## src/rtl/wm8731_ctrl_pkg.sv

```systemverilog
// Shared widths, FSM state encoding and WM8731 register map for the codec control port.
package wm8731_ctrl_pkg;

    localparam int ADDR_WD = 7;
    localparam int DATA_WD = 9;
    localparam int WORD_WD = ADDR_WD + DATA_WD;

    typedef enum logic [2:0] {
        ST_IDLE  = 3'd0,
        ST_LOAD  = 3'd1,
        ST_LOW   = 3'd2,
        ST_HIGH  = 3'd3,
        ST_LATCH = 3'd4,
        ST_GAP   = 3'd5
    } state_e;

    localparam logic [ADDR_WD-1:0] REG_LINVOL   = 7'h00;
    localparam logic [ADDR_WD-1:0] REG_RINVOL   = 7'h01;
    localparam logic [ADDR_WD-1:0] REG_LHPOUT   = 7'h02;
    localparam logic [ADDR_WD-1:0] REG_RHPOUT   = 7'h03;
    localparam logic [ADDR_WD-1:0] REG_ANALOG   = 7'h04;
    localparam logic [ADDR_WD-1:0] REG_DIGITAL  = 7'h05;
    localparam logic [ADDR_WD-1:0] REG_POWER    = 7'h06;
    localparam logic [ADDR_WD-1:0] REG_IFACE    = 7'h07;
    localparam logic [ADDR_WD-1:0] REG_SAMPLING = 7'h08;
    localparam logic [ADDR_WD-1:0] REG_ACTIVE   = 7'h09;
    localparam logic [ADDR_WD-1:0] REG_RESET    = 7'h0F;

    // The codec expects the address in the top bits, data in the bottom nine.
    function automatic logic [WORD_WD-1:0] make_word(input logic [ADDR_WD-1:0] addr,
                                                     input logic [DATA_WD-1:0] data);
        return {addr, data};
    endfunction

endpackage

```

## src/rtl/piso_shift_reg.sv

```systemverilog
// Parallel-in serial-out shift register, MSB out first; bit 0 refills from pdata_i[0].
module piso_shift_reg #(
    parameter int WD = 16
) (
    input  logic          clk_i,
    input  logic          rst_ni,
    input  logic          en_i,
    input  logic          shift_en_i,
    input  logic [WD-1:0] pdata_i,
    output logic          sdata_o
);

    logic [WD-1:0] sr_q;

    // Load when en_i without shift_en_i, shift left when both are set, otherwise hold.
    always_ff @(posedge clk_i or negedge rst_ni) begin
        if (!rst_ni) begin
            sr_q <= '0;
        end else if (en_i) begin
            if (shift_en_i) begin
                sr_q <= {sr_q[WD-2:0], pdata_i[0]};
            end else begin
                sr_q <= pdata_i;
            end
        end else begin
            sr_q <= sr_q;
        end
    end

    assign sdata_o = sr_q[WD-1];

endmodule

```

## src/rtl/wm8731_spi_ctrl.sv

```systemverilog
// Writes one 16-bit control word to the WM8731 3-wire port: load PISO, clock out MSB first, pulse CSB.
module wm8731_spi_ctrl
    import wm8731_ctrl_pkg::*;
#(
    parameter int WD      = WORD_WD,
    parameter int CLK_DIV = 4
) (
    input  logic               clk_i,
    input  logic               rst_i,
    input  logic               req_i,
    input  logic [ADDR_WD-1:0] addr_i,
    input  logic [DATA_WD-1:0] data_i,
    output logic               busy_o,
    output logic               done_o,
    output logic               sclk_o,
    output logic               sdin_o,
    output logic               csb_o
);

    localparam int DW         = $clog2(CLK_DIV + 1);
    localparam int BW         = $clog2(WD);
    localparam int DIV_PRE_I  = (CLK_DIV > 1) ? (CLK_DIV - 2) : 0;
    localparam logic [DW-1:0] DIV_LAST = DW'(CLK_DIV - 1);
    localparam logic [DW-1:0] DIV_PRE  = DW'(DIV_PRE_I);
    localparam logic [BW-1:0] BIT_LAST = BW'(WD - 1);

    state_e        state_q;
    logic [DW-1:0] div_q;
    logic [BW-1:0] bit_q;
    logic [WD-1:0] word_q;
    logic          busy_q;
    logic          done_q;
    logic          sclk_q;
    logic          csb_q;

    logic          div_last_s;
    logic          more_bits_s;
    logic          piso_en_s;
    logic          piso_shift_s;
    logic          piso_rst_n_s;

    assign div_last_s   = (div_q == DIV_LAST);
    assign more_bits_s  = (bit_q < BIT_LAST);
    // The shift happens on the edge that drops SCLK, so SDIN settles during the low phase.
    assign piso_en_s    = (state_q == ST_LOAD) || ((state_q == ST_HIGH) && div_last_s && more_bits_s);
    assign piso_shift_s = (state_q == ST_HIGH);
    assign piso_rst_n_s = ~rst_i;

    // Transfer sequencer with registered pin and handshake outputs.
    always_ff @(posedge clk_i or posedge rst_i) begin
        if (rst_i) begin
            state_q <= ST_IDLE;
            div_q   <= '0;
            bit_q   <= '0;
            word_q  <= '0;
            busy_q  <= 1'b0;
            done_q  <= 1'b0;
            sclk_q  <= 1'b0;
            csb_q   <= 1'b1;
        end else begin
            done_q <= 1'b0;
            case (state_q)
                ST_IDLE: begin
                    sclk_q <= 1'b0;
                    if (req_i) begin
                        word_q  <= WD'(make_word(addr_i, data_i));
                        busy_q  <= 1'b1;
                        csb_q   <= 1'b0;
                        state_q <= ST_LOAD;
                    end else begin
                        csb_q <= 1'b1;
                    end
                end
                ST_LOAD: begin
                    div_q   <= '0;
                    bit_q   <= '0;
                    state_q <= ST_LOW;
                end
                ST_LOW: begin
                    if (div_last_s) begin
                        div_q   <= '0;
                        sclk_q  <= 1'b1;
                        state_q <= ST_HIGH;
                    end else begin
                        div_q <= div_q + DW'(1);
                    end
                end
                ST_HIGH: begin
                    if (div_last_s) begin
                        div_q  <= '0;
                        sclk_q <= 1'b0;
                        if (more_bits_s) begin
                            bit_q   <= bit_q + BW'(1);
                            state_q <= ST_LOW;
                        end else begin
                            state_q <= ST_LATCH;
                        end
                    end else begin
                        div_q <= div_q + DW'(1);
                    end
                end
                ST_LATCH: begin
                    // CSB rising on exit is the latch edge; done lands on the final GAP cycle.
                    if (div_last_s) begin
                        div_q   <= '0;
                        csb_q   <= 1'b1;
                        done_q  <= (CLK_DIV == 1);
                        state_q <= ST_GAP;
                    end else begin
                        div_q <= div_q + DW'(1);
                    end
                end
                ST_GAP: begin
                    if (div_last_s) begin
                        div_q   <= '0;
                        busy_q  <= 1'b0;
                        state_q <= ST_IDLE;
                    end else begin
                        div_q  <= div_q + DW'(1);
                        done_q <= (div_q == DIV_PRE);
                    end
                end
                default: begin
                    state_q <= ST_IDLE;
                    div_q   <= '0;
                    bit_q   <= '0;
                    busy_q  <= 1'b0;
                    sclk_q  <= 1'b0;
                    csb_q   <= 1'b1;
                end
            endcase
        end
    end

    piso_shift_reg #(
        .WD(WD)
    ) u_piso (
        .clk_i      (clk_i),
        .rst_ni     (piso_rst_n_s),
        .en_i       (piso_en_s),
        .shift_en_i (piso_shift_s),
        .pdata_i    (word_q),
        .sdata_o    (sdin_o)
    );

    assign busy_o = busy_q;
    assign done_o = done_q;
    assign sclk_o = sclk_q;
    assign csb_o  = csb_q;

endmodule
```

## config.mk

```make
export PLATFORM = sky130hd
export DESIGN_NAME = wm8731_spi_ctrl
export DESIGN_NICKNAME = d
export VERILOG_FILES = /design/src/rtl/wm8731_ctrl_pkg.sv /design/src/rtl/piso_shift_reg.sv /design/src/rtl/wm8731_spi_ctrl.sv
export SDC_FILE = /design/constraint.sdc
export NUM_CORES = 1
export LEC_CHECK = 0
export CAP_MARGIN = 20
export CELL_PAD_IN_SITES_DETAIL_PLACEMENT = 1
export CELL_PAD_IN_SITES_GLOBAL_PLACEMENT = 1
export CORE_MARGIN = 2
export CORE_UTILIZATION = 35
export DETAILED_ROUTE_END_ITERATION = 10
export GPL_TIMING_DRIVEN = 0
export PLACE_DENSITY = 0.64
export SLEW_MARGIN = 40
export SYNTH_ARGS = -nofsm -noshare
export SYNTH_HDL_FRONTEND = slang
export SYNTH_SLANG_ARGS = --single-unit
```

## constraint.sdc

```tcl
create_clock -name clk_i -period 1.8 [get_ports clk_i]
set_input_delay 0.36 -clock clk_i [delete_from_list [all_inputs] [get_ports clk_i]]
set_output_delay 0.36 -clock clk_i [all_outputs]
set_load 0.05 [all_outputs]
```

* Word-level counts from Yosys, hierarchy flattened
Index checks and enable logic that the tools add are counted.
** Word-level totals
- Register bits after elaboration :: 46
- Input port bits :: 19
- Output and inout bits :: 5
- Word-level logic and storage cells :: 66
** Operators by class
- $add $sub $neg :: 2
- $lt $le $gt $ge :: 1
- Eq/ne operators :: 13
- Mux-type cells :: 22
- Bitwise gates (word level) :: 4
- Reduce and logical (&&, ||, !) cells :: 15
** Operators by type and width (number)
- 3-bit 2-to-1 mux :: 7
- 3-bit case mux with 6 select lines :: 1
- 16-bit 2-to-1 mux :: 1
- 4-bit OR reduction :: 4
- 3-bit by 2-bit == test with 1-bit output (second input constant) :: 4
- 2-bit != test (second input constant) :: 6
- 1-bit case mux with 3 select lines :: 3
- 3-bit AND reduction :: 3
- 4-bit 2-to-1 mux :: 2
- 4-bit case mux with 2 select lines :: 1
- 3-bit == test (second input constant) :: 2
- 1-bit 2-to-1 mux :: 6
- 3-bit case mux with 2 select lines :: 1
- 5-bit AND reduction :: 1
- 4-bit by 1-bit adder with 4-bit output (second input constant) :: 1
- 4-bit < comparator (second input constant) :: 1
- 1-bit NOT :: 4
- 2-bit AND reduction :: 2
- 3-bit by 1-bit adder with 3-bit output (second input constant) :: 1
- 3-bit by 1-bit == test with 1-bit output (second input constant) :: 1
- 3-bit zero test :: 1
- 3-bit OR reduction :: 1
- 1-bit logical AND :: 2
- 1-bit logical OR :: 1

* Depth between registers and ports, before layout
Gate-level depths: netlist of run 1.
- Depth in word-level cells :: 4
- Depth in mapped cells :: 7
- Gate-level depth less buffers :: 5

* Hierarchy
A second synthesis of run 1 with hierarchy kept.
** Unflattened totals
- Cells, all modules :: 195
- Area total of the unflattened synthesis :: 2208.4 µm²
** By module, submodules not included
- wm8731_spi_ctrl :: times used 1, cells each 128, area each 1471.4 µm², seq. area each 752.0 µm²
- piso_shift_reg :: times used 1, cells each 67, area each 737.0 µm², seq. area each 400.4 µm²

* Worst setup path after synthesis of run 1
OpenSTA, ideal clock, no wires.
- Kind :: reg-to-reg
- Start :: reg div_q[0]
- End :: reg u_piso.sr_q[0]
- Setup time :: 0.128 ns
- Data arrival time :: 1.472 ns
- Required time :: 1.672 ns
- Setup slack :: 0.201 ns
- Cell stages (with the launch flop) :: 6
- Path buffers :: 1
- Clock period less this slack :: 1.599 ns
- Cell sequence :: dfrtp_1 -> ha_1 -> nor2b_1 -> buf_6 -> a41oi_4 -> mux2_1
** Between the ends
- Cells in the longest elaborated chain, start to end :: 4
** Ends and longest elaborated chain
- from (decl) :: RTL line wm8731_spi_ctrl.sv:28 : logic [DW-1:0] div_q;
- from (signal assigned) :: RTL line wm8731_spi_ctrl.sv:85 : div_q <= div_q + DW'(1);
- from (signal assigned) :: RTL line wm8731_spi_ctrl.sv:99 : div_q <= div_q + DW'(1);
- from (signal assigned) :: RTL line wm8731_spi_ctrl.sv:110 : div_q <= div_q + DW'(1);
- 3-bit by 2-bit == test with 1-bit output :: RTL line wm8731_spi_ctrl.sv:42 : assign div_last_s = (div_q == DIV_LAST);
- 1-bit logical AND (2 in series) :: RTL line wm8731_spi_ctrl.sv:45 : assign piso_en_s = (state_q == ST_LOAD) || ((state_q == ST_HIGH) && div_last_s && more_bits_s);
- 1-bit logical OR :: RTL line wm8731_spi_ctrl.sv:45
- to (signal assigned) :: RTL line piso_shift_reg.sv:21 : sr_q <= {sr_q[WD-2:0], pdata_i[0]};
- to (signal assigned) :: RTL line piso_shift_reg.sv:23 : sr_q <= pdata_i;
- to (signal assigned) :: RTL line piso_shift_reg.sv:26 : sr_q <= sr_q;
- to (decl) :: RTL line piso_shift_reg.sv:13 : logic [WD-1:0] sr_q;
Every way passes these cells.
A chain may end at the register's enable or synchronous reset.

* Final worst setup path of run 1
- Start :: reg csb_q, in the netlist csb_o
- End :: out csb_o
** RTL lines
- from (decl) :: RTL line wm8731_spi_ctrl.sv:34 : logic csb_q;
- from (signal assigned) :: RTL line wm8731_spi_ctrl.sv:59 : csb_q <= 1'b1;
- from (signal assigned) :: RTL line wm8731_spi_ctrl.sv:68 : csb_q <= 1'b0;
- from (signal assigned) :: RTL line wm8731_spi_ctrl.sv:71 : csb_q <= 1'b1;
- to (decl) :: RTL line wm8731_spi_ctrl.sv:17 : output logic csb_o
No word-level cell between the ends.

==> results of run 1 <==
## where the power goes
group | switching (W) | internal (W) | total, W
clock network | 0.000372 | 0.000417 | 0.000788
logic | 0.0000492 | 0.0000726 | 0.000122
registers | 0.0000199 | 0.00107 | 0.00109
## path summary, 6_finish.rpt
path                             from  slack, ns  cells past startpoint         endpoint
max in group asynchronous       rst_i       1.05                      3  u_piso.sr_q[12]
min reg2reg                 word_q[0]       0.49                      1   u_piso.sr_q[0]
min                             rst_i       0.31                      2         div_q[1]
max reg2reg                state_q[1]       0.11                      4        word_q[4]
min in group clk_i          word_q[0]       0.49                      1   u_piso.sr_q[0]
max                             csb_o       0.07                      1            csb_o
## metrics by stage
step                instance area, um^2  std cells  setup TNS (ns)  util (%)  power [W]
floorplan                          2220        188               0         -    0.00117
global placement                   2550        288          -34.52      40.8    0.00123
detailed placement                 2570        289           -2.83      41.2    0.00124
CTS                                2680        297               0      42.9    0.00203
global route                       2690        297               0      43.0    0.00209
finish                             2690        297               0      43.0    0.00200
## final cells by class
type	instances	share of cell area (%)
well taps	77	3.59
multi-input cells	128	36.2
clock inverters	3	1.63
flip-flops and latches	46	42.9
repair buffers	24	9.09
plain buffers	10	3.36
clock buffers	5	2.56
inverters	4	0.652
## placed cells by master, fill, tap and decap left out, types with 2 or more instances in the layout
| master | n |
|---|---|
| sky130_fd_sc_hd__dfrtp_1 | 45 |
| sky130_fd_sc_hd__nand2_1 | 25 |
| sky130_fd_sc_hd__clkdlybuf4s50_1 | 18 |
| sky130_fd_sc_hd__mux2i_1 | 17 |
| sky130_fd_sc_hd__o21ai_1 | 15 |
| sky130_fd_sc_hd__mux2_4 | 9 |
| sky130_fd_sc_hd__o21ai_0 | 8 |
| sky130_fd_sc_hd__mux2_2 | 7 |
| sky130_fd_sc_hd__nor2_1 | 6 |
| sky130_fd_sc_hd__clkbuf_8 | 5 |
| sky130_fd_sc_hd__dlygate4sd2_1 | 5 |
| sky130_fd_sc_hd__buf_6 | 4 |
| sky130_fd_sc_hd__nor2b_1 | 3 |
| sky130_fd_sc_hd__buf_2 | 3 |
| sky130_fd_sc_hd__o22ai_1 | 3 |
| sky130_fd_sc_hd__nor3_1 | 3 |
| sky130_fd_sc_hd__nand3_1 | 3 |
| sky130_fd_sc_hd__ha_1 | 3 |
| sky130_fd_sc_hd__buf_4 | 2 |
| sky130_fd_sc_hd__inv_1 | 2 |
| sky130_fd_sc_hd__a21oi_1 | 2 |
| sky130_fd_sc_hd__o21bai_1 | 2 |
| sky130_fd_sc_hd__o31ai_1 | 2 |
## registers in the layout, summed over array words and instances, names as in the netlist
name and cells:
done_o 1, bit_q 4, word_q 16, sclk_o 1, busy_o 1, csb_o 1, state_q 3, u_piso.sr_q 16
div_q 3
## cell families after synthesis
logic type      share of synthesized area, %
buf+inv                                 4.28
simple gates                            11.7
compound gates                          12.2
fa+ha+maj                               1.69
xor+xnor                               0.395
flops                                   51.9
mux                                     17.8
## what timing repair did
| item | 4_1_cts | 5_1_grt |
|---|---|---|
| cloned | 0 | 0 |
| pin swaps | 0 | 1 |
| hold buffers | 0 | 0 |
| endpoints found under the setup margin | 6 | 16 |
| resized for setup | 6 | 2 |
## per-layer routing
layer	vias to the layer above	part of all wire, %
met2	20	47
met5	-	0
met1	763	49
met4	0	1.2
li1	730	-
met3	5	2.4
==> results by stage, run 1 <==
Floorplan:
- After floorplanning, the core was sized to cover 6240 um^2.
- The top-level port count is 24.
- The die covers 6990 um^2.
- Once the floorplan was initialized, standard cells occupied 35.6% of the core.
- The width of the die is 83.6 um.
- The initialized floorplan defines 29 standard-cell rows.
- From bottom edge to top edge, the die measures 83.6 um.

Placement:
- During placement, the flow inserted port buffers numbering 23.
- The detailed placement HPWL is 3430 um.
- The final weighted congestion in routability-driven placement is 0.748.
- Timing analysis after detailed placement gives a worst setup slack of -0.254 ns.

Logic synthesis:
- After synthesis, the share of flip-flops with an asynchronous set or reset is 100%.
- The cell count after synthesis came out at 188.
- The top flip-flop cell by instance count after synthesis is sky130_fd_sc_hd__dfrtp_1.
- The average instance in the mapped netlist occupies 11.8 um^2.
- After synthesis, flip-flops and latches occupy 51.9% of the total area.
- The post-synthesis sequential element count is 46.
- The number of different library cells used by synthesis comes to 43.
- Summed over its instances, the top area cell type makes up 50.7% of the synthesized netlist area.
- The most common cell in the netlist is sky130_fd_sc_hd__dfrtp_1.
- In this run the cell area of the synthesized design comes to 2220 um^2.
- The cell type with the largest total area after synthesis is sky130_fd_sc_hd__dfrtp_1.
- When the netlist entered floorplanning its net count stood at 210.
- Ranked by total cell area, the synthesized netlist is headed by sky130_fd_sc_hd__dfrtp_1, sky130_fd_sc_hd__mux2i_1, sky130_fd_sc_hd__mux2_4, sky130_fd_sc_hd__nand2_1, sky130_fd_sc_hd__mux2_2.
- The synthesized design contains 0 enable-type register cells.
- By count the netlist is led by sky130_fd_sc_hd__dfrtp_1, sky130_fd_sc_hd__nand2_1, sky130_fd_sc_hd__mux2i_1.
- The yosys synthesis warning count is 0.

Global routing:
- For met3 alone, demand over resource in global routing was 3.56%.
- The number of global-route vias before repair was 1650.
- The pin count of the biggest net entering global routing is 34.
- The global-route wire length before repair is 8140 um.
- The most heavily used metal layer in global routing is met2.
- In the global route stage, overall resource usage came out at 14.6%.
- The final global-route overflow total is 0.
- For this run, global-route usage on met2 was measured as 23.6%.
- The initial antenna violation count is 0.
- The global-route met1 utilization is 19.3%.

Clock tree:
- Buffers inserted during clock tree synthesis total 5.
- The longest clock path from root to sink contains 2 buffers.
- The clock latency on the worst-skew pair is 0.31 ns.
- The number of sinks handled by clock tree synthesis is 46.
- The number of setup buffers added after CTS is 0.
- The level count of the clock H-tree is 2.
- The tree is rooted in a sky130_fd_sc_hd__clkbuf_8.
- The clock transition at the registers of the reported paths is 0.10 ns.
- The clock tree from TritonCTS is done.

STA:
- The relative max-transition margin is 67.2%.
- The tightest hold path in the finished design has a slack of 0.311 ns.
- The final critical-path required period is 1.73 ns.
- Setup repair after global routing left no endpoint under its margin.
- The final max-slew violation count is 0.
- The number of endpoints failing setup at the final stage is 0.
- The transition time of the tightest slew-check pin is 0.490 ns.
- The final worst slack is 0.0684 ns.
- The final hold violation count is 0.
- The final critical path takes up 96.2% of the cycle.
- The final clock skew is 0.0145 ns.
- The highest achievable clock rate is 577 MHz.

Finish:
- The number of antenna diodes in the final layout is 0.
- The area of all sequential standard cells is 1150 um^2.
- The final layout contains 241 nets.
- The combined area of the multi-input logic cells is 972 um^2.
- The post-route netlist has 19.5% of its cells at a drive strength greater than 1.
- Relative to the synthesized area, the layout overhead comes to 21.0%.
- The filler cell count in the final layout is 691.

Worst setup path:
- The largest individual stage delay along the critical path comes from the cell sky130_fd_sc_hd__dfstp_2.
- The class of the most critical setup path is flop to output pin.
- The highest fanout seen on the critical path is 3.
- For the worst setup path, the data required time is 1.44 ns.
- The type of element capturing the critical path is an output pin.
- The worst stage delay on the critical path is 0.55 ns.
- The cell family with the largest share of critical-path delay is flip-flops.
- The signal on the critical path passes through dlygate4sd2_1.
- The endpoint arrival time on the critical path is 1.37 ns.
- STA classifies the critical path startpoint as a flop.
- Counting both buffers and inverters, the worst setup path holds a total of 1.

Flow run:
- Max-cap violations in this run came to 0.

Detailed routing:
- The count of antenna-violating nets left after detailed routing is 0.
- The number of iterations in the first detailed-routing pass is 4.
- The final route contains 1518 vias.
- The via count normalized by instance count is 5.11.
- The routed design has 4690 um of wire.
- The number of DRC markers in iteration 0 is 62.
- Dividing the detail-routed wire length by the instance count gives 15.8 um.
- For this run, design rule violations remaining after detail routing come to 0.

Min path:
- The kind of path behind the tightest hold check is primary input to async pin.

Power and ir drop:
- Power spread over the standard cell area amounts to 744 nW/um^2.
- In this run the static leakage power is 1.24 nW.
- VDD sags by at most 367 uV.

Run status:
- The run finished with clean final reports.
No activity file was read; power rests on OpenSTA's default activity.
==> run 2, diff against run 1 <==
--- a/config.mk
+++ b/config.mk
@@ -9,10 +9,10 @@
 export CELL_PAD_IN_SITES_DETAIL_PLACEMENT = 1
 export CELL_PAD_IN_SITES_GLOBAL_PLACEMENT = 1
 export CORE_MARGIN = 2
-export CORE_UTILIZATION = 35
+export CORE_UTILIZATION = 40
 export DETAILED_ROUTE_END_ITERATION = 10
 export GPL_TIMING_DRIVEN = 0
-export PLACE_DENSITY = 0.64
+export PLACE_DENSITY = 0.71
 export SLEW_MARGIN = 40
 export SYNTH_ARGS = -nofsm -noshare
 export SYNTH_HDL_FRONTEND = slang
==> run 2 against run 1 <==
Fmax decreased by 0.52%. Global-route usage increased by 3.1 points. Power decreased by 5.5%. Worst hold slack improved by 0.020 ns. Sequential cell count unchanged. Critical path depth unchanged. Largest cell class unchanged.
==> results by stage, run 2 (synthesis results as in run 1) <==
Worst setup path:
- In this run the worst path has a maximum fanout of 3.
- For the worst flop-to-flop path, the logic depth is 4.
- Traced cell by cell, the critical path runs through dlygate4sd2_1.
- Counting both buffers and inverters, the worst setup path holds a total of 1.
- On the worst path, the slowest cell contributes a delay of 0.55 ns.
- The most critical setup path has its startpoint at csb_o.
- In this run the critical register-to-register path is captured at word_q[12].
- The startpoint identified for the worst register-to-register timing path is state_q[1].
- The setup slack on the worst flop-to-flop path is 0.09 ns.
- The slowest stage of the critical path belongs to the cell sky130_fd_sc_hd__dfstp_2.
- The end of the critical path is csb_o.
- The critical path required time is 1.44 ns.
- STA classifies the critical path endpoint as an output pin.
- The kind of start point of the critical path is a flop.
- STA puts the critical path data arrival time at 1.38 ns.
- The cell family with the largest share of critical-path delay is flip-flops.
- The critical path depth is 1.
- The critical path in this run is classified as flop to output pin.

Detailed routing:
- In the routed layout, each cell is associated on average with a via count of 5.31.
- The number of iterations in the first detailed-routing pass is 3.
- For this block, the initial DRC count from the detailed router was 62.
- The total number of vias is 1551.
- In the final routed layout, each cell accounts on average for 16.9 um.
- The final routed DRC violation total is 0.
- After detailed routing, the total wire length is 4940 um.
- The count of antenna-violating nets left after detailed routing is 0.

Global routing:
- The global-route wire length before repair is 8450 um.
- The pin count of the biggest net entering global routing is 32.
- The initial antenna violation count is 0.
- The total routing usage reported by global routing is 17.6%.
- The final global-route overflow total is 0.
- The number of global-route vias before repair is 1733.

Power and ir drop:
- The leakage power of the design is 1.23 nW.
- The maximum resistive drop on vdd is 380 uV.
- Power spread over the standard cell area amounts to 710 nW/um^2.
- The portion of total power attributed to the clock network is 35.8%.
- The net switching power of the design is 0.000439 W.
- Combinational logic is responsible for 6.5% of the overall power.
- Internal power comes to 0.00145 W.
- The relative contribution of sequential cells to total power is 57.7%.
- Of the total power, the share spent switching nets is 23.2%.

Finish:
- In the final layout, the registers with the most flip-flops are u_piso.sr_q (16), word_q (16), bit_q (4).
- In the layout the commonest cells are sky130_fd_sc_hd__dfrtp_1, sky130_fd_sc_hd__nand2_1, sky130_fd_sc_hd__clkdlybuf4s50_1, sky130_fd_sc_hd__mux2i_1, sky130_fd_sc_hd__o21ai_1.
- The number of diodes added for antenna fixing is 0.
- The fraction of layout cells with a size suffix above 1 is 19.5%.
- The summed area of non-filler cells in the final layout is 2660 um^2.
- Leaving out fill and tap cells, the most frequent cell in the layout is sky130_fd_sc_hd__dfrtp_1.
- In the final design database the tool counted 241 nets.
- The synthesis-to-finish area growth is 19.9%.
- The finished layout holds 292 standard cells, fillers aside.

Floorplan:
- The initial cell density of the core is 40.8%.
- The width of the die is 78.5 um.
- The total die area is 6160 um^2.
- The total area inside the core boundary comes to 5440 um^2.
- The row count is 27.
- During I/O placement, the number of pins put on the boundary was 24.
- The overall die height is 78.5 um.

Placement:
- Including well taps, the total number of placed cells is 284.
- The final weighted congestion in routability-driven placement is 0.766.
- Input and output buffers added on the ports amount to 23.
- The cell area after placement is 2560 um^2.
- The post-place setup slack is -0.219 ns.
- The detailed placement HPWL is 3600 um.

STA:
- The highest achievable clock rate is 574 MHz.
- Setup violations remaining at the end of the flow were counted as 0.
- The final critical-path required period is 1.74 ns.
- Setup repair after global routing left no endpoint under its margin.
- The final max-slew violation count is 0.
- For the pin with the worst max-slew slack, the measured transition is 0.495 ns.
- The final hold violation count is 0.
- The sum of negative setup slack is 0 ns.
- The final clock period utilization by the worst path is 96.7%.
- Across the routed clock network, the largest skew measured is 0.0105 ns.
- The relative max-transition margin is 67.1%.
- Once routing completed, OpenROAD measured the worst setup slack at 0.0593 ns.

Clock tree:
- The tree is rooted in a sky130_fd_sc_hd__clkbuf_8.
- Once the clock tree was built, the setup fixing pass inserted 0 buffers.
- The number of sinks handled by clock tree synthesis is 46.
- The number of hold buffers added after CTS was 0.
- The number of clock buffers added by TritonCTS is 5.
- The clock latency on the worst-skew pair is 0.31 ns.
- The clock tree from TritonCTS is done.
- The longest clock path from root to sink contains 2 buffers.
- The H-tree was split into 2 levels.
- The clock transition at the registers of the reported paths is 0.08 ns.

Run status:
- The run finished with clean final reports.

Flow run:
- The tool flagged a number of max-cap violations equal to 0.

Min path:
- The kind of path behind the tightest hold check is primary input to async pin.
[run 2: cell types whose count changed in the layout (fill, tap and decap cells not counted)]
cell / delta
sky130_fd_sc_hd__clkbuf_8: +1
sky130_fd_sc_hd__bufinv_16: -1
sky130_fd_sc_hd__inv_6: -1
sky130_fd_sc_hd__clkinvlp_4: +1
[run 2: worst min-delay path by stage]
stage | cells past startpoint | slack [ns] | startpoint | end
CTS | 2 | 0.33 | rst_i | word_q[15]
detailed placement | 2 | 0.47 | u_piso.sr_q[7] | u_piso.sr_q[7]
floorplan | 1 | 0.45 | word_q[0] | u_piso.sr_q[0]
global placement | 2 | 0.47 | u_piso.sr_q[4] | u_piso.sr_q[4]
global route | 2 | 0.35 | rst_i | u_piso.sr_q[15]
finish | 2 | 0.33 | rst_i | word_q[15]
[run 2: power groups by stage]
stage,Sequential (W),Clock (W),Combinational (W)
after floorplan,0.00111,0,0.0000600
after global placement,0.00111,0,0.000115
after detailed placement,0.00111,0,0.000127
after CTS,0.00109,0.000696,0.000127
after global routing,0.00109,0.000727,0.000139
final,0.00109,0.000677,0.000124
[run 2: area by class of cell]
class | instances | area (um^2)
buffer | 10 | 90.1
clock buffer | 6 | 82.6
clock inverter | 2 | 12.5
fill | 592 | 2780
inverter | 4 | 17.5
multi-input combinational | 128 | 972
sequential | 46 | 1150
tap | 72 | 90.1
timing repair buffer | 24 | 244
[run 2: worst register-to-register path, stage by stage, from the launching register on]
cell                       delay (ns)
sky130_fd_sc_hd__dfrtp_1         0.48
sky130_fd_sc_hd__nand2b_4        0.20
sky130_fd_sc_hd__nor3_4          0.37
sky130_fd_sc_hd__buf_8           0.23
sky130_fd_sc_hd__mux2_4          0.31
[run 2: timing repair]
item,CTS,global route
gates resized for setup,6,2
endpoints found under the setup margin,11,16
endpoints found under the hold margin,0,0
pin swaps,0,1
gates cloned,0,0
[run 2: metal layers]
metal  vias to the layer above  GRT usage [%]  wire, um
met2                        19           28.5      2510
met4                         0           5.44        69
met1                       794           23.3      2240
met3                         8           4.60       124
met5                         -              0         0
li1                        730              -         -
[run 2: through the flow]
stage          hold WS [ns]  utilization (%)  power [W]
3_3_place_gp          0.468             46.7    0.00122
5_1_grt               0.350             48.9    0.00196
4_1_cts               0.325             48.8    0.00191
3_5_place_dp          0.475             47.1    0.00124
2_1_floorplan         0.454                -    0.00117
6_report              0.331             48.9    0.00189
==> run 3, diff against run 2 <==
--- a/config.mk
+++ b/config.mk
@@ -9,10 +9,10 @@
 export CELL_PAD_IN_SITES_DETAIL_PLACEMENT = 1
 export CELL_PAD_IN_SITES_GLOBAL_PLACEMENT = 1
 export CORE_MARGIN = 2
-export CORE_UTILIZATION = 40
+export CORE_UTILIZATION = 45
 export DETAILED_ROUTE_END_ITERATION = 10
 export GPL_TIMING_DRIVEN = 0
-export PLACE_DENSITY = 0.71
+export PLACE_DENSITY = 0.79
 export SLEW_MARGIN = 40
 export SYNTH_ARGS = -nofsm -noshare
 export SYNTH_HDL_FRONTEND = slang
==> run 3 against run 2 <==
Critical path depth rose by 3. First-iteration DRC count fell by 4.8%. Worst hold slack got worse by 0.020 ns. Final cell count fell by 1.7%. Sequential power barely moved. Clock power fell by 4.4%. Highest routed layer unchanged. Largest cell class unchanged. Power fell by 1.5%. Combinational power barely moved. Core utilization rose by 7.0 points. Sequential share of layout area rose by 0.061 points. Count of clock-buffer cells in the layout rose by 1. Worst setup slack improved by 0.016 ns.
==> results by stage, run 3 (synthesis results as in run 1) <==
Finish:
- The area growth from synthesis to layout is 19.7%.
- The filler cell count in the final layout is 533.
- In the final layout, flip-flops and latches occupy 1150 um^2.
- The final cell utilization of the core is 55.9%.
- The largest registers in the layout are u_piso.sr_q (16), word_q (16), bit_q (4).
- In the layout the commonest cells are sky130_fd_sc_hd__dfrtp_1, sky130_fd_sc_hd__nand2_1, sky130_fd_sc_hd__clkdlybuf4s50_1, sky130_fd_sc_hd__mux2i_1, sky130_fd_sc_hd__o21ai_1.
- The net count of the finished layout is 241.
- Leaving out fill and tap cells, the most frequent cell in the layout is sky130_fd_sc_hd__dfrtp_1.
- The multi-input combinational cells in the finished layout cover a total of 975 um^2.
- Of the cells placed in the final design, the portion with a size suffix greater than 1 is 19.5%.
- The number of diodes added for antenna fixing is 0.

Worst setup path:
- For the worst flop-to-flop path, the logic depth is 4.
- The count of buffer and inverter cells on the critical path is 1.
- The worst setup path is of the flop to flop kind.
- For this run, the slowest stage of the critical path takes 0.48 ns.
- The endpoint arrival time on the critical path is 1.90 ns.
- Among all stages on the critical path, the largest delay is contributed by sky130_fd_sc_hd__dfrtp_1.
- At the worst endpoint, the required time is 1.98 ns.
- The worst setup path is launched from a flop.
- Among cell families on the critical path, the largest total delay comes from simple AND/OR/NAND/NOR gates.
- The critical path depth is 4.
- The type of element capturing the critical path is a flop.
- In this run the worst path has a maximum fanout of 10.
- The signal on the critical path passes through nand2b_4 -> nor3_4 -> buf_8 -> mux2_4.

Clock tree:
- The clock latency on the worst-skew pair is 0.29 ns.
- The clock transition at the registers of the reported paths is 0.09 ns.
- The maximum count of clock buffers along a single path is 2.
- TritonCTS built the clock tree.
- For this design, the sink count on the clock tree is 46.
- The cell sitting at the root of the clock tree is a sky130_fd_sc_hd__clkbuf_8.
- The level count of the clock H-tree is 2.
- The number of buffers added for setup after CTS is 0.
- Clock tree synthesis inserted a total of 5 buffers.

Flow run:
- Across the run, the number of max-cap violations was 0.

Power and ir drop:
- The maximum resistive drop on vdd is 426 uV.
- Combinational cells account for 6.7% of the total power.
- The relative contribution of sequential cells to total power is 58.6%.
- Cell internal power was estimated by the tool at 0.00145 W.
- The ratio of total power to cell area is 700 nW/um^2.
- The share of total power consumed by net switching is 22.0%.
- The net switching power of the design is 0.000409 W.
- Summed over all cells, the static leakage comes to 1.25 nW.
- The portion of total power attributed to the clock network is 34.8%.

STA:
- The final critical-path required period is 1.72 ns.
- Final hold analysis gives a worst-case slack of 0.311 ns.
- The final hold violation count was 0.
- The final clock skew is 0.00801 ns.
- The final critical path takes up 95.8% of the cycle.
- The relative max-transition margin is 66.6%.
- The final max-slew violation count is 0.
- The transition time of the tightest slew-check pin is 0.500 ns.
- Setup repair after global routing left no endpoint under its margin.
- Setup violations remaining at the end of the flow were counted as 0.
- The sum of negative setup slack is 0 ns.
- For this run, the top clock speed supported by timing is 580 MHz.

Global routing:
- In the global route stage, overall resource usage came out at 20.0%.
- The pin count of the biggest net entering global routing is 37.
- Summed over all layers, the global routing overflow is 0.
- The number of global-route vias before repair is 1668.
- The initial antenna violation count is 0.
- The first global-routing pass estimated 8340 um of wire.

Floorplan:
- The overall die height is 74.2 um.
- The width of the die is 74.2 um.
- The floorplan has 25 rows.
- The die covers 5510 um^2.
- The initial cell density of the core is 46.7%.
- The top-level port count is 24.
- In this run the standard cell core region covers 4750 um^2.

Detailed routing:
- Summed over all layers, the routed wires come to 4880 um.
- In this run, the number of DRC markers left after iteration 0 of detailed routing was 59.
- Dividing the detail-routed wire length by the instance count gives 17.0 um.
- In the routed design, unresolved DRC markers number 0.
- The via count normalized by instance count is 5.43.
- The detail route stage leaves a number of antenna-violating nets equal to 0.
- The first detailed-routing pass took 4 iterations.
- The total number of vias is 1558.

Placement:
- The count of input and output buffers is 23.
- The final weighted congestion in routability-driven placement is 0.799.
- The detailed placement HPWL is 3550 um.

Min path:
- The tightest min-delay check is of the primary input to async pin type.

Run status:
- The flow ran to the end, and the final reports show no timing, DRC or antenna violations.
-- run 3: cell types whose count changed in the layout (fill, tap and decap cells not counted) --
| cell | delta |
|---|---|
| sky130_fd_sc_hd__dlygate4sd2_1 | -1 |
| sky130_fd_sc_hd__dlymetal6s2s_1 | +1 |
| sky130_fd_sc_hd__ha_1 | -1 |
| sky130_fd_sc_hd__clkinvlp_4 | -1 |
| sky130_fd_sc_hd__clkbuf_1 | +1 |
| sky130_fd_sc_hd__ha_2 | +1 |
-- run 3: timing repair --
| item | 4_1_cts | 5_1_grt |
|---|---|---|
| pin swaps | 0 | 1 |
| gates cloned | 0 | 0 |
| setup endpoints to repair | 5 | 17 |
| resized for setup | 5 | 4 |
| hold buffers | 0 | 0 |
-- run 3: through the flow --
stage / cell area [um^2] / cells / power (W) / setup WS [ns]
detailed placement: 2560 / 279 / 0.00124 / -0.227
global route: 2660 / 287 / 0.00193 / 0.0190
floorplan: 2220 / 188 / 0.00117 / 0.201
finish: 2660 / 287 / 0.00186 / 0.0753
global placement: 2530 / 278 / 0.00122 / -0.515
CTS: 2650 / 287 / 0.00188 / 0.0195
-- run 3: layer usage --
metal	track usage (%)	share of wire [%]	up-vias	routed length, um
met1	27.8	46	803	2230
met4	5.75	0.45	0	22
met3	4.07	2.5	2	123
met2	32.2	51	25	2490
met5	0	0	-	0
li1	-	-	728	-
-- run 3: layout make-up --
cell class / count / share of cell area, %
Buffer: 10 / 3.39
Clock buffer: 7 / 3.25
Clock inverter: 1 / 0.188
Inverter: 4 / 0.659
Multi-Input combinational cell: 128 / 36.7
Sequential cell: 46 / 43.4
Tap cell: 67 / 3.15
Timing Repair Buffer: 24 / 9.32
-- run 3: path summary, 6_finish.rpt --
check / startpoint / end / slack [ns]
worst max-delay path: state_q[1] / word_q[11] / 0.08
worst min-delay path: rst_i / bit_q[1] / 0.31
max in group asynchronous: rst_i / word_q[11] / 1.07
worst min register to register: u_piso.sr_q[3] / u_piso.sr_q[3] / 0.49
worst max register to register: state_q[1] / word_q[11] / 0.08
min in group clk_i: u_piso.sr_q[3] / u_piso.sr_q[3] / 0.49
-- run 3: power by group through the flow --
stage               Combinational, W  Clock (W)  Sequential (W)
finish                      0.000124   0.000647         0.00109
floorplan                  0.0000600          0         0.00111
detailed placement          0.000128          0         0.00111
global placement            0.000114          0         0.00111
CTS                         0.000128   0.000665         0.00109
global route                0.000140   0.000692         0.00109
==> patch 1: new RTL, settings of run 2 <==
The 6 states of `state_e` get a Gray code encoding in 3 bits.
--- a/src/rtl/wm8731_ctrl_pkg.sv
+++ b/src/rtl/wm8731_ctrl_pkg.sv
@@ -7,10 +7,10 @@
 
     typedef enum logic [2:0] {
-        ST_IDLE  = 3'd0,
-        ST_LOAD  = 3'd1,
-        ST_LOW   = 3'd2,
-        ST_HIGH  = 3'd3,
-        ST_LATCH = 3'd4,
-        ST_GAP   = 3'd5
+        ST_IDLE  = 3'b000,
+        ST_LOAD  = 3'b001,
+        ST_LOW   = 3'b011,
+        ST_HIGH  = 3'b010,
+        ST_LATCH = 3'b110,
+        ST_GAP   = 3'b111
     } state_e;
 
Formal check against the unedited RTL: same outputs for any inputs over 10 cycles, from zero or initial values and one cycle with rst_i high; not proved beyond that.
==> patch 1 against run 2 <==
  * Wire length fell by 7.0%
  * Final area rose by 3.5%
  * Worst setup slack got worse by 0.032 ns
  * Sequential cell count did not move
  * Area after synthesis fell by 1.4%
  * Synthesized cell count fell by 10%
  * Register-to-register slack got worse by 0.06 ns
  * Critical path type is now reg -> reg
  * Largest cell class unchanged
  * Highest routed layer unchanged
Power is not compared: it rests on default switching activity, and its combinational part moved more than twofold at a synthesized area within 25%.
==> patch 1: results (changes against run 2) <==
| Metric | Value |
|---|---|
| Avg Cell Area, Syn | 12.96 µm² (was 11.81 µm²) |
| Synthesized netlist net count | 191 (was 210) |
| GRT met2 Usage | 0.3043 (was 0.2853) |
| First-pass GRT wire length | 7.990 mm (was 8.445 mm) |
| Final non-filler cell total | 280 (was 292) |
| Fmax | 564.1 MHz (was 574.5 MHz) |
| Status | completed (unchanged) |
| GR Util All Layers | 0.1707 (was 0.1764) |
| Largest cells by area after synthesis | dfrtp_1 51%, mux2_2 21%, mux2_1 3.6%, ha_1 1.7%, nand2b_1 1.4% (was dfrtp_1 51%, mux2i_1 7.7%, mux2_4 6.1%, nand2_1 4.2%, mux2_2 3.6%) |
| Reg2reg path depth | 6 (was 4) |
| Max stage delay on crit path | 0.42 ns (was 0.55 ns) |
| Cell family with most CP delay | compound AO/OA/AOI/OAI gates (was flip-flops) |
| Met2 wire length | 2.459 mm (was 2.505 mm) |
| Crit Path Max Fanout | 5 (was 3) |
| Vias | 1,504 (was 1,551) |
| Placed Area | 0.002551 mm² (was 0.002562 mm²) |
| Maximum number of pins on one net before global-route repair | 44 (was 32) |
| FF-to-FF End | u_piso.sr_q[2] (was word_q[12]) |
| Synth unique cells | 41 (was 43) |
| Compound-Gate Fraction of Synth Area | 0.09371 (was 0.1223) |
| Biggest regs | u_piso.sr_q x16, word_q x16, bit_q x4 (unchanged) |
| Adder-cell share of the synthesized area | 0.01714 (was 0.01691) |
| Reg2reg setup slack | 0.03 ns (was 0.09 ns) |
| M1 WL | 1.899 mm (was 2.244 mm) |
| Nets | 231 (was 241) |
| Pre-antenna DRT Iters | 4 (was 3) |
| Clock skew | 0.004956 ns (was 0.01045 ns) |
| Met3 Resource Use GR | 0.02907 (was 0.04598) |
| Met3 wire len | 133 µm (was 124 µm) |
| Worst Hold Class | in -> async (unchanged) |
| Post-synthesis xor/xnor area fraction | 0 (was 0.003946) |
| Hold WS | 0.2569 ns (was 0.3309 ns) |
| Register area share after synthesis | 0.5263 (was 0.5192) |
| Critical path's slowest cell | dfrtp_1 (was dfstp_2) |
| Share of cells above drive strength 1 | 0.3619 (was 0.1955) |
| Iter 0 DRT Violations | 73 (was 62) |
| Met1 usage | 0.1970 (was 0.2331) |
| WL per Instance | 16.42 µm (was 16.93 µm) |
| Layout fillers | 540 (was 592) |
| Vias in the first global route | 1,666 (was 1,733) |
| Post-synth top cells | 45 x dfrtp_1, 40 x mux2_2, 7 x mux2_1, 6 x inv_1, 6 x o21ai_0 (was 45 x dfrtp_1, 25 x nand2_1, 17 x mux2i_1, 15 x o21ai_1, 9 x mux2_4) |
| HPWL Detailed | 3.289 mm (was 3.605 mm) |
| Relative slew slack | 0.6743 (was 0.6714) |
| Inst Count DP | 263 (was 284) |
| Mux share of post-synthesis cell area | 0.2463 (was 0.1781) |
| Crit path DAT | 1.97 ns (was 1.38 ns) |
| Pre-CTS setup slack | -0.3115 ns (was -0.2190 ns) |
[patch 1: changes by cell type after synthesis, sizes merged, moves of 3 or more]
cell | before | now
a31o | 0 | 3
a31oi | 0 | 3
buf | 10 | 5
clkbuf | 0 | 3
mux2 | 17 | 47
mux2i | 17 | 1
nand2 | 25 | 4
nand2b | 2 | 5
nand3 | 5 | 1
o21ai | 23 | 6
[patch 1: repair_timing]
| action | CTS | global route |
|---|---|---|
| resized for setup | 14 | 6 |
| buffers inserted | 9 | 0 |
| pin swaps | 3 | 0 |
| endpoints found under the setup margin | 23 | 16 |
| cloned | 1 | 0 |
[patch 1: cell type report]
type | instances | share of cell area
Clock inverter | 1 | 0.003179
Clock buffer | 7 | 0.03134
Timing Repair Buffer | 34 | 0.1199
Sequential cell | 46 | 0.4183
Multi-Input combinational cell | 109 | 0.3710
Buffer | 7 | 0.01544
Tap cell | 70 | 0.03179
Inverter | 6 | 0.009083
==> patch 2: new RTL, config.mk and constraints of run 2 <==
Without the edit above. Set the parameter `CLK_DIV` to 8 (it was 4).
--- a/src/rtl/wm8731_spi_ctrl.sv
+++ b/src/rtl/wm8731_spi_ctrl.sv
@@ -4,5 +4,5 @@
 #(
     parameter int WD      = WORD_WD,
-    parameter int CLK_DIV = 4
+    parameter int CLK_DIV = 8
 ) (
     input  logic               clk_i,
Function: changed (Yosys sat finds a counterexample within 10 cycles, from zero or initial values and one cycle with rst_i high).
==> patch 2 against run 2 <==
  * Wire length increased by 2.5%
  * Worst hold slack gained 0.029 ns
  * Sequential cell count up 1
  * Area after synthesis about the same
  * Final area rose by 2.0%
  * Via count increased by 1.4%
  * Count of clock-buffer cells in the layout rose by 1
  * Worst setup slack worse by 0.022 ns
  * Power fell by 2.7%
  * Critical endpoint is now u_piso.sr_q[3]
==> patch 2: results (changes against run 2) <==
| Metric | Value |
|---|---|
| Routability cong. | 0.7895 (was 0.7656) |
| Post-synth top cells | 46 x dfrtp_1, 17 x mux2_1, 14 x o221a_1, 10 x nor2_1, 9 x or2_2 (was 45 x dfrtp_1, 25 x nand2_1, 17 x mux2i_1, 15 x o21ai_1, 9 x mux2_4) |
| Post-synth top area share | 0.5189 (was 0.5073) |
| FF-to-FF End | u_piso.sr_q[3] (was word_q[12]) |
| Reg clk slew, reported paths | 0.09 ns |
| Biggest regs | u_piso.sr_q x16, word_q x16 (was u_piso.sr_q x16, word_q x16, bit_q x4) |
| GR Util All Layers | 0.1823 (was 0.1764) |
| Reg2reg setup slack | 0.04 ns (was 0.09 ns) |
| Layout fillers | 599 (was 592) |
| Worst Max-Slew Pin Slew | 0.4978 ns (was 0.4949 ns) |
| Crit path DAT | 1.95 ns (was 1.38 ns) |
| IO Port Bufs | 23 (unchanged) |
| Max Buffers Root-to-Sink | 2 (unchanged) |
| Crit Path Max Fanout | 10 (was 3) |
| Post-synth top flop | dfrtp_1 (unchanged) |
| Worst-Skew Late Latency | 0.30 ns |
| Register area share after synthesis | 0.5307 (was 0.5192) |
| HPWL Detailed | 3.588 mm (was 3.605 mm) |
| Vias in the first global route | 1,744 (was 1,733) |
| First-pass GRT wire length | 8.735 mm (was 8.445 mm) |
| Final worst path period share | 0.9795 (was 0.9671) |
| Largest cells by area after synthesis | dfrtp_1 52%, mux2_1 8.6%, o221a_1 7.1%, buf_6 2.5%, or2_2 2.5% (was dfrtp_1 51%, mux2i_1 7.7%, mux2_4 6.1%, nand2_1 4.2%, mux2_2 3.6%) |
| Routed WL | 5.065 mm (was 4.943 mm) |
| Synth warnings | 0 (unchanged) |
| Iter 0 DRT Violations | 59 (was 62) |
| Pre-CTS setup slack | -0.1538 ns (was -0.2190 ns) |
| Synthesized netlist net count | 207 (was 210) |
| Worst Setup SP | bit_q[0] (was csb_o) |
| Cts bufs inserted | 5 (unchanged) |
| Reg2reg path depth | 7 (was 4) |
| CP Class | reg -> reg (was reg -> out) |
| Maximum vdd drop | 0.0004176 V (was 0.0003798 V) |
| Synth unique cells | 42 (was 43) |
| Vias | 1,572 (was 1,551) |
| Total number of H-tree levels | 2 (unchanged) |
| Pre-antenna DRT Iters | 4 (was 3) |
| Fin. max-slew vios | 0 (unchanged) |
| Maximum number of pins on one net before global-route repair | 27 (was 32) |
| Clock skew | 0.004578 ns (was 0.01045 ns) |
| Leakage power total | 1.289 nW (was 1.233 nW) |
| Status | completed (unchanged) |
| ANT cells | 0 (unchanged) |
==> patch 2: layout make-up <==
type                    count  area share
flip-flops and latches     47      0.4336
multi-input cells         119      0.3502
repair buffers             29      0.1051
clock buffers               7     0.03548
well taps                  72     0.03318
plain buffers              10     0.02903
inverters                   7     0.01060
clock inverters             1    0.002765
==> patch 2: power by group <==
part | switching (W) | total, W | internal, W
clock network | 0.000365 | 0.000715 | 0.000350
registers | 0 | 0.00105 | 0.00105
logic | 0.0000287 | 0.0000688 | 0.0000401
total | 0.000394 | 0.00184 | 0.00145
==> patch 2: how the worst min path moves through the flow <==
| stage | startpoint | end |
|---|---|---|
| after floorplan | word_q[7] | word_q[7] |
| after global placement | word_q[7] | word_q[7] |
| after detailed placement | word_q[3] | word_q[3] |
| after CTS | rst_i | u_piso.sr_q[7] |
| after global routing | rst_i | word_q[8] |
| final | rst_i | u_piso.sr_q[7] |
==> patch 2: cells by family (layout without fill, tap and decap cells) <==
group | after synthesis | after routing | share of synthesized area
mux | 17 | 17 | 0.08629
compound gates | 47 | 47 | 0.1737
buf+inv | 19 | 54 | 0.05245
flops | 47 | 47 | 0.5307
simple gates | 51 | 51 | 0.1359
fa+ha+maj | 3 | 3 | 0.01692
xor+xnor | 1 | 1 | 0.003949
==> patch 2: repair_timing <==
item,4_1_cts,5_1_grt
pin swaps,1,1
resized for setup,10,3
setup buffers,2,3
setup endpoints to repair,24,20
hold endpoints to repair,0,0
==> patch 2: critical path, cell delays in order, from the launching register on <==
cell	delay (ns)
dfrtp_1	0.40
ha_2	0.20
and3_1	0.19
buf_4	0.16
nor2_1	0.15
nand2_2	0.15
buf_6	0.18
o221a_1	0.23
==> patch 2: stage by stage <==
stage                     cell area, µm²  std cells  utilization  total power (W)  hold WS (ns)
after global placement              2539        280       0.4668         0.001137        0.4619
after floorplan                     2218        185            -         0.001093        0.4495
final                               2715        292       0.4992         0.001839        0.3599
after CTS                           2688        290       0.4941         0.001862        0.3568
after detailed placement            2561        281       0.4709         0.001146        0.4694
after global routing                2715        292       0.4992         0.001906        0.3883
==> patch 2: metal layers <==
metal / vias up / share of wire / track usage
met3: 5 / 0.027 / 0.04138
met5: - / 0 / 0
li1: 737 / - / -
met4: 0 / 0.0095 / 0.04211
met2: 20 / 0.51 / 0.3121
met1: 810 / 0.46 / 0.2360
